**src/rtl/noc_pkg.sv**
```systemverilog
// rtl/noc_pkg.sv - shared mesh router constants, destination codes and allocator state type
package noc_pkg;

    localparam int NUM_PORTS = 5;
    localparam int PTR_W     = 3;

    localparam int P_LOCAL = 0;
    localparam int P_NORTH = 1;
    localparam int P_SOUTH = 2;
    localparam int P_EAST  = 3;
    localparam int P_WEST  = 4;

    localparam logic [2:0] DEST_LOCAL = 3'd1;
    localparam logic [2:0] DEST_NORTH = 3'd2;
    localparam logic [2:0] DEST_SOUTH = 3'd3;
    localparam logic [2:0] DEST_EAST  = 3'd4;
    localparam logic [2:0] DEST_WEST  = 3'd5;

    typedef enum logic {
        ALLOC_IDLE   = 1'b0,
        ALLOC_LOCKED = 1'b1
    } alloc_state_e;

    // destination_port code (1..5) to one-hot request bit; other codes request nothing
    function automatic logic [NUM_PORTS-1:0] dest_to_req(input logic [2:0] code);
        logic [NUM_PORTS-1:0] r;
        r = '0;
        if (code >= DEST_LOCAL && code <= DEST_WEST) begin
            r[code - 3'd1] = 1'b1;
        end
        return r;
    endfunction

    function automatic logic is_onehot(input logic [NUM_PORTS-1:0] v);
        return (v != '0) && ((v & (v - 1'b1)) == '0);
    endfunction

    function automatic logic [PTR_W-1:0] ptr_next(input logic [PTR_W-1:0] p);
        return (p == PTR_W'(NUM_PORTS - 1)) ? '0 : p + 1'b1;
    endfunction

endpackage

```
**src/rtl/switch_allocator_if.sv**
```systemverilog
// rtl/switch_allocator_if.sv - request/grant bundle between input ports and the allocator
interface switch_allocator_if;
    import noc_pkg::*;

    logic [NUM_PORTS*NUM_PORTS-1:0] req_in;
    logic [NUM_PORTS-1:0]           valid_in;
    logic [NUM_PORTS-1:0]           tail_in;
    logic [NUM_PORTS-1:0]           out_ready;
    logic [NUM_PORTS*NUM_PORTS-1:0] grant;
    logic [NUM_PORTS-1:0]           in_ack;

    modport master (
        output req_in, valid_in, tail_in, out_ready,
        input  grant, in_ack
    );

    modport slave (
        input  req_in, valid_in, tail_in, out_ready,
        output grant, in_ack
    );

endinterface

```
**src/rtl/rr_arbiter5.sv**
```systemverilog
// rtl/rr_arbiter5.sv - combinational 5-way round-robin pick starting at ptr, wrapping 4->0
module rr_arbiter5
    import noc_pkg::*;
(
    input  logic [NUM_PORTS-1:0] req,
    input  logic [PTR_W-1:0]     ptr,
    output logic [NUM_PORTS-1:0] gnt_onehot,
    output logic [PTR_W-1:0]     gnt_idx
);

    logic [PTR_W:0]   sum;
    logic [PTR_W-1:0] idx;
    logic             found;

    always_comb begin
        gnt_onehot = '0;
        gnt_idx    = '0;
        found      = 1'b0;
        sum        = '0;
        idx        = '0;
        for (int k = 0; k < NUM_PORTS; k++) begin
            sum = {1'b0, ptr} + (PTR_W+1)'(k);
            if (sum >= (PTR_W+1)'(NUM_PORTS)) begin
                sum = sum - (PTR_W+1)'(NUM_PORTS);
            end
            idx = sum[PTR_W-1:0];
            if (!found && req[idx]) begin
                found           = 1'b1;
                gnt_idx         = idx;
                gnt_onehot[idx] = 1'b1;
            end
        end
    end

endmodule

```
**src/rtl/switch_allocator.sv**
```systemverilog
// rtl/switch_allocator.sv - per-output wormhole allocator with round-robin fairness
module switch_allocator
    import noc_pkg::*;
(
    input  logic               clk,
    input  logic               rst,
    switch_allocator_if.slave  bus
);

    alloc_state_e                         state_q [NUM_PORTS];
    alloc_state_e                         state_d [NUM_PORTS];
    logic [PTR_W-1:0]                     owner_q [NUM_PORTS];
    logic [PTR_W-1:0]                     owner_d [NUM_PORTS];
    logic [PTR_W-1:0]                     ptr_q   [NUM_PORTS];
    logic [PTR_W-1:0]                     ptr_d   [NUM_PORTS];

    logic [NUM_PORTS-1:0]                 cand_ok;
    logic [NUM_PORTS-1:0]                 locked_in;
    logic [NUM_PORTS-1:0][NUM_PORTS-1:0]  arb_req;
    logic [NUM_PORTS-1:0][NUM_PORTS-1:0]  arb_onehot;
    logic [NUM_PORTS-1:0][PTR_W-1:0]      arb_idx;
    logic [NUM_PORTS-1:0]                 owner_valid;
    logic [NUM_PORTS-1:0]                 owner_tail;
    logic [NUM_PORTS-1:0]                 xfer;

    // An input already holding a lock is hidden from every other output's arbiter
    always_comb begin
        cand_ok   = '0;
        locked_in = '0;
        arb_req   = '0;
        for (int i = 0; i < NUM_PORTS; i++) begin
            cand_ok[i] = bus.valid_in[i] & is_onehot(bus.req_in[NUM_PORTS*i +: NUM_PORTS]);
            for (int o = 0; o < NUM_PORTS; o++) begin
                if (state_q[o] == ALLOC_LOCKED && owner_q[o] == PTR_W'(i)) begin
                    locked_in[i] = 1'b1;
                end
            end
        end
        for (int o = 0; o < NUM_PORTS; o++) begin
            for (int i = 0; i < NUM_PORTS; i++) begin
                arb_req[o][i] = cand_ok[i] & bus.req_in[NUM_PORTS*i + o] & ~locked_in[i];
            end
        end
    end

    for (genvar o = 0; o < NUM_PORTS; o++) begin : g_arb
        rr_arbiter5 u_arb (
            .req        (arb_req[o]),
            .ptr        (ptr_q[o]),
            .gnt_onehot (arb_onehot[o]),
            .gnt_idx    (arb_idx[o])
        );
    end

    always_comb begin
        owner_valid = '0;
        owner_tail  = '0;
        xfer        = '0;
        bus.grant   = '0;
        bus.in_ack  = '0;
        for (int o = 0; o < NUM_PORTS; o++) begin
            for (int i = 0; i < NUM_PORTS; i++) begin
                if (owner_q[o] == PTR_W'(i)) begin
                    owner_valid[o] = bus.valid_in[i];
                    owner_tail[o]  = bus.tail_in[i];
                    if (state_q[o] == ALLOC_LOCKED) begin
                        bus.grant[NUM_PORTS*o + i] = 1'b1;
                    end
                end
            end
            xfer[o] = (state_q[o] == ALLOC_LOCKED) & owner_valid[o] & bus.out_ready[o] & ~rst;
            for (int i = 0; i < NUM_PORTS; i++) begin
                if (xfer[o] && owner_q[o] == PTR_W'(i)) begin
                    bus.in_ack[i] = 1'b1;
                end
            end
        end
    end

    // Pointer moves only on release, so a stalled wormhole never loses its turn
    always_comb begin
        for (int o = 0; o < NUM_PORTS; o++) begin
            state_d[o] = state_q[o];
            owner_d[o] = owner_q[o];
            ptr_d[o]   = ptr_q[o];
            case (state_q[o])
                ALLOC_IDLE: begin
                    if (|arb_onehot[o]) begin
                        owner_d[o] = arb_idx[o];
                        state_d[o] = ALLOC_LOCKED;
                    end
                end
                ALLOC_LOCKED: begin
                    if (xfer[o] && owner_tail[o]) begin
                        state_d[o] = ALLOC_IDLE;
                        ptr_d[o]   = ptr_next(owner_q[o]);
                    end
                end
                default: state_d[o] = ALLOC_IDLE;
            endcase
        end
    end

    always_ff @(posedge clk) begin
        for (int o = 0; o < NUM_PORTS; o++) begin
            if (rst) begin
                state_q[o] <= ALLOC_IDLE;
                owner_q[o] <= '0;
                ptr_q[o]   <= '0;
            end else begin
                state_q[o] <= state_d[o];
                owner_q[o] <= owner_d[o];
                ptr_q[o]   <= ptr_d[o];
            end
        end
    end

endmodule

```
**src/flat_wrapper.sv**
```systemverilog
// flat-port wrapper written by rule: the top's interface ports become plain ports
module switch_allocator_flat import noc_pkg::*;
  (clk, rst, bus_req_in, bus_valid_in, bus_tail_in, bus_out_ready, bus_grant, bus_in_ack);
  switch_allocator_if bus_i ();
  input  logic clk;
  input  logic rst;
  input wire logic [$bits(bus_i.req_in)-1:0] bus_req_in;
  input wire logic [$bits(bus_i.valid_in)-1:0] bus_valid_in;
  input wire logic [$bits(bus_i.tail_in)-1:0] bus_tail_in;
  input wire logic [$bits(bus_i.out_ready)-1:0] bus_out_ready;
  output wire logic [$bits(bus_i.grant)-1:0] bus_grant;
  output wire logic [$bits(bus_i.in_ack)-1:0] bus_in_ack;
  assign bus_i.req_in = bus_req_in;
  assign bus_i.valid_in = bus_valid_in;
  assign bus_i.tail_in = bus_tail_in;
  assign bus_i.out_ready = bus_out_ready;
  assign bus_grant = bus_i.grant;
  assign bus_in_ack = bus_i.in_ack;
  switch_allocator u_core (.clk(clk), .rst(rst), .bus(bus_i));
endmodule
```
**config.mk**
```make
export PLATFORM = sky130hd
export DESIGN_NAME = switch_allocator_flat
export DESIGN_NICKNAME = d
export VERILOG_FILES = /design/src/rtl/noc_pkg.sv /design/src/rtl/switch_allocator_if.sv /design/src/rtl/rr_arbiter5.sv /design/src/rtl/switch_allocator.sv /design/src/flat_wrapper.sv
export SDC_FILE = /design/constraint.sdc
export NUM_CORES = 1
export LEC_CHECK = 0
export CAP_MARGIN = 25
export CORE_UTILIZATION = 62
export CTS_CLUSTER_DIAMETER = 50
export CTS_CLUSTER_SIZE = 10
export DETAILED_ROUTE_END_ITERATION = 10
export HOLD_SLACK_MARGIN = 0.06
export PLACE_DENSITY_LB_ADDON = 0.05
export SYNTH_ARGS = -nofsm -noshare
export SYNTH_HDL_FRONTEND = slang
export SYNTH_SLANG_ARGS = --single-unit
```
**constraint.sdc**
```tcl
create_clock -name clk -period 9.1 [get_ports clk]
set_clock_uncertainty 0.2 [all_clocks]
set_input_delay 1.365 -clock clk [delete_from_list [all_inputs] [get_ports clk]]
set_output_delay 1.365 -clock clk [all_outputs]
set_load 0.01 [all_outputs]
```
---- Yosys cells after proc, flatten, opt, wreduce, memory -nomap -nowiden ----
Memory sizes are Yosys's and may differ from the RTL's.
Cells that the tools add are included.
Widths: inputs -> output; s select.
storage, ports and cells
  output and inout port bits .............. 30
  RAM bits ................................ 35
  memories kept ........................... 3
  register bits after elaboration ......... 0
  word-level logic and storage cells ...... 802
operators by class
  equality and inequality tests ........... 20
  $add $sub $neg .......................... 55
  multiplexer cells ....................... 383
  reduce and logical (&&, ||, !) cells .... 145
  magnitude comparators ................... 75
  bitwise operators ....................... 121
memories
  memory          depth  bits a word  rd ports  clocked after memory_dff  write ports  line                    text
  u_core.owner_q  5      3            5         0                         5            switch_allocator.sv:12  logic [PTR_W-1:0] owner_q [NUM_PORTS];
  u_core.ptr_q    5      3            5         0                         5            switch_allocator.sv:14  logic [PTR_W-1:0] ptr_q [NUM_PORTS];
  u_core.state_q  5      1            5         0                         5            switch_allocator.sv:10  alloc_state_e state_q [NUM_PORTS];
operators with widths
  kind                 number
  $mux 3               85
  $mux 1               218
  $mux 5               25
  $logic_and 1x1->1    105
  $lt 3x4->1 const B   25
  $or 5x5->5           20
  $ge 4x3->1 const B   20
  $bmux 1 s3           25
  $demux 1 s3          25
  $ge 3x1->1 const B   25
  $sub 3x3->3 const B  25
  $and 1x1->1          70
  $add 3x2->4 const B  10
  $eq 3x2->1 const B   10
  $and 5x5->5          5
  $logic_not 5->1      5
  $reduce_bool 5->1    5
  $reduce_or 5->1      5
  $sub 5x1->5 const B  5
  $add 3x1->4 const B  5
  $add 3x3->4 const B  5
  $logic_not 1->1      20
  $add 3x1->3 const B  5
  $eq 3x1->1 const B   5
  6 further kinds      46

---- Depth between registers and ports, before layout ----
An unclocked memory read counts as a cell.
  depth in word-level cells ............... 29
  depth in mapped cells ................... 14
  mapped depth without buffers ............ 13

---- Cells and area by module ----
From an unflattened synthesis, not the netlist that was laid out.
unflattened totals
  cell total of the unflattened synthesis .. 1343
  area total of the unflattened synthesis .. 9815.7 um^2
by module, submodules not included
  module                                    area an instance (um^2)  sequential area each (um^2)  cells an instance  instances
  rr_arbiter5 at u_core.g_arb[1].u_arb ...  1252.5                   0.0                          174                3
  switch_allocator                          3450.8                   700.7                        450                1
  rr_arbiter5 at u_core.g_arb[4].u_arb      1363.8                   0.0                          192                1
  rr_arbiter5 at u_core.g_arb[0].u_arb      1243.7                   0.0                          179                1

---- Least setup slack after synthesis ----
OpenSTA, ideal clock, no wires.
  path type ............................... input to output
  from .................................... input bus_valid_in[0]
  to ...................................... output bus_in_ack[0]
  required time ........................... 7535 ps
  slack ................................... 4738 ps
  cell stages on the path ................. 10
  data arrival time ....................... 2797 ps
  cell sequence ........................... clkbuf_1 nand3b_1 a21oi_1 a21oi_1 o21ai_0 a222oi_1 or3_1 nor2_1 a22oi_1 nand3_1
between the ends
  longest elaborated chain between the ends .. 14
  elaborated cells between the ends (all ways) .. 50
RTL lines
  what                       line                    text
  from (decl)                flat_wrapper.sv:8       input wire logic [$bits(bus_i.valid_in)-1:0] bus_valid_in;
  $mux 1 (5 in series)       switch_allocator.sv:63  if (owner_q[o] == PTR_W'(i)) begin
  $and 1x1->1 (3 in series)  switch_allocator.sv:71  xfer[o] = (state_q[o] == ALLOC_LOCKED) & owner_valid[o] & bus.out_ready[o] & ~rst;
  $logic_and 1x1->1          switch_allocator.sv:73  if (xfer[o] && owner_q[o] == PTR_W'(i)) begin
  $mux 1 (4 in series)       switch_allocator.sv:73
  $mux 1 (*)                 switch_allocator.sv:73
  to (decl)                  flat_wrapper.sv:12      output wire logic [$bits(bus_i.in_ack)-1:0] bus_in_ack;
Every way passes the cells marked *; elsewhere a longest branch is shown, timed or not.

---- Worst setup path after layout ----
  from .................................... input bus_valid_in[0]
  to ...................................... output bus_in_ack[2]
Same word-level chain as after synthesis.

==> reports/qor.yml <==
synthesis:
  synth-edff-count: 0
  synth_area_leader_cell: "ha_1"
  synth_area_sq_mm: 0.00828
  yosysWarningCount: 0
  synth_cells: 1222
  ys.flop_type: "dfxtp_1"
  synth_cell_types: 89
  synth_top_cells_by_area: "ha_1 (9.8%), dfxtp_1 (8.5%), a21oi_1 (6.0%)"
  synth_nets: 1334
  avgSynthCellArea_sq_um: 6.78
  ys_ff_latch: 35
  async_flop_share_pct: 0
  yosysTopAreaCellShare_pct: 9.82
  yosysSeqAreaShare_pct: 8.46
grt:
  grtUsageMet2_pct: 59.7
  busiest_layer: "met2"
  met3_usage_pct: 5.47
  first_global_vias: 8814
  gr-total-overflow: 0
  grt_max_degree: 31
  grt_pass1_wl_um: 44000
  antenna_found_initial: 0
  gr-usage-met1_pct: 51.9
  grtUsageTotal_pct: 38.3
final_layout:
  nets: 1356
  fillCellCount: 1122
  stdcell_count: 1417
  diodes: 0
  drive_gt1_share_pct: 4.26
  syn_to_final_growth_pct: 10.7
floorplanning:
  ios: 72
  core_area_sq_mm: 0.0128
  num_rows: 41
  initial_core_util_pct: 64.6
  dieArea_sq_mm: 0.0138
  die_w_um: 118
  die_h_um: 118
worst_setup_path:
  crit_buf_inv: 2
  worst_path_max_delay_cell: "clkdlybuf4s50_1"
  path_delay_family: "buffers and inverters"
  required_ns: 7.54
  crit_chain: "clkdlybuf4s50_1 > and3b_1 > a21oi_1 > o21ai_0 > mux2i_1 > o221ai_1 > nand4_1 > nor2_1 > a22oi_1 > nand3_1 > clkdlybuf4s50_1"
  arrival_ns: 4.03
  end_kind: "output port"
  startpoint_type: "input port"
  path_max_fanout: 10
  r2r_start: "u_core.ptr_q[0][0]$_SDFFE_PP0P_"
  critPathMaxStageDelay_ns: 0.69
  critPathKind: "in -> out"
  r2r_cells: 10
  r2r_end: "u_core.owner_q[0][1]$_SDFFE_PP0P_"
  r2r_setup_slack_ns: 3.84
  crit_top_cell: "clkdlybuf4s50_1"
cts:
  cts_setup_buffers: 0
  cts_root_buffer: "clkbuf_16"
  path_clk_slew_ns: 0.05
  cts_tree: "yes"
  clock_sinks: 35
  cts_resized: 0
  ctsLongestPathBuffers: 2
  cts_inserted_buffers: 5
  ctsHoldBuffers: 0
  htree_levels: 2
  insertion_delay_ns: 0.28
routing:
  post-route-drc-count: 0
  drt-total-wl_um: 27200
  vias: 10000
  route.detailed.wl_per_inst_um: 19.2
  drt-pass1-iter-count: 7
  ant_nets: 0
  vias_per_cell: 7.09
  drt_iter0_drc: 1285
sta:
  finalCriticalPeriod_ns: 5.60
  finalHoldViolCount: 0
  tightest_slew_ns: 1.05
  tns_ns: 0
  period_share_pct: 61.5
  rsz0062_at_grt: "no"
  max_freq_mhz: 179
  finalSetupViolCount: 0
  slew_headroom_pct: 30.0
  slew_viol_final: 0
placed_design:
  port_buffers: 71
  hpwl_um: 20600
  post-place-cells: 1409
  place_congestion: 1.05
power:
  powerDensity_mw_per_mm2: 58.0
  switchingPower_mw: 0.172
  pwr-share-clk_pct: 38.1
  combPwrFrac_pct: 29.7
  power_mw: 0.532
  p_leak_nw: 3.49
  netSwitchingFraction_pct: 32.3
  internal_power_mw: 0.360
  seqPwrFrac_pct: 32.1
  ir_drop_mv: 0.0656
hold_path:
  hold_path_end: "u_core.owner_q[0][2]$_SDFFE_PP0P_"
  hold_class: "reg -> reg"
  hp-start: "u_core.owner_q[0][2]$_SDFFE_PP0P_"
  whs_path_depth: 2
status:
  outcome: "finished, final reports clean"
flow_run:
  cap_viol_max_count: 0
## layout make-up
type	instances	area, sq um	area share [%]
Tap cell	172	215	2.35
Clock inverter	2	35.0	0.382
Sequential cell	35	701	7.64
Multi-Input combinational cell	1041	7020	76.5
Clock buffer	6	139	1.51
Timing Repair Buffer	75	741	8.08
Inverter	86	323	3.52
## logic make-up (layout without fill, tap and decap cells)
kind of cell	Yosys count	count (layout)	synth area share, %
compound gates	375	375	30.8
xor+xnor	23	23	2.43
fa+ha+maj	70	70	11.0
buf+inv	146	169	6.84
flops	35	35	8.46
mux	53	53	7.01
simple gates	520	520	33.5
## worst min-delay path, delay by kind of cell (launching register included)
family / cells / cell delay (ns)
compound gates: 1 / 0.06
flops: 1 / 0.37
simple gates: 1 / 0.08
## routing by layer
metal / wire length [um] / part of all wire, % / vias up
met2: 11700 / 43 / 658
met1: 11200 / 41 / 4624
met4: 1260 / 4.6 / 0
met5: 0 / 0 / -
met3: 3020 / 11 / 121
li1: - / - / 4643
## cells in the mapped netlist, drive strengths merged (19+ instances only)
master / n
mux2i: 40
o21ai: 65
nor2b: 20
a21oi: 99
nand3b: 21
nand2: 96
ha: 65
a211oi: 19
clkbuf: 48
inv: 83
nor2: 111
nand4: 33
nand3: 54
nand2b: 23
a31oi: 23
nor3: 47
dfxtp: 35
## flip-flops by register name, indices dropped and copies added, names as in the netlist
name and count:
u_core.ptr_q 15, u_core.owner_q 15, u_core.state_q 5
## per-stage QoR
stage / utilization [%] / area, sq um / hold WS, ns / setup slack, ns
floorplan: - / 8280 / 0.294 / 4.74
global placement: 70.1 / 9000 / 0.338 / 3.64
detailed placement: 70.1 / 9000 / 0.349 / 3.62
CTS: 71.5 / 9170 / 0.357 / 3.61
global route: 71.5 / 9170 / 0.424 / 3.39
finish: 71.5 / 9170 / 0.370 / 3.50
## power groups by stage
stage               clock network, mW  registers (mW)  logic (mW)
floorplan                           0           0.166      0.0993
global placement                    0           0.173       0.150
detailed placement                  0           0.173       0.151
CTS                             0.201           0.170       0.153
global route                    0.211           0.172       0.169
finish                          0.203           0.171       0.158
## worst max path at each step
stage / startpoint / endpoint / slack (ns) / cells after the start
5_1_grt: bus_valid_in[0] / bus_in_ack[1] / 3.39 / 10
6_report: bus_valid_in[0] / bus_in_ack[2] / 3.50 / 11
3_3_place_gp: bus_valid_in[0] / bus_in_ack[0] / 3.64 / 11
3_5_place_dp: bus_valid_in[0] / bus_in_ack[2] / 3.62 / 11
2_1_floorplan: bus_valid_in[0] / bus_in_ack[0] / 4.74 / 10
4_1_cts: bus_valid_in[0] / bus_in_ack[2] / 3.61 / 11
## placed cells by master (no fill, tap or decap), types with 40 or more instances in the layout
cell             instances
clkdlybuf4s50_1         71
a21oi_1                 99
nand3_1                 54
nor3_1                  47
o21ai_0                 65
mux2i_1                 40
nor2_1                 111
inv_1                   82
ha_1                    65
nand2_1                 96
Note: power is estimated with default switching activity, not from simulation.
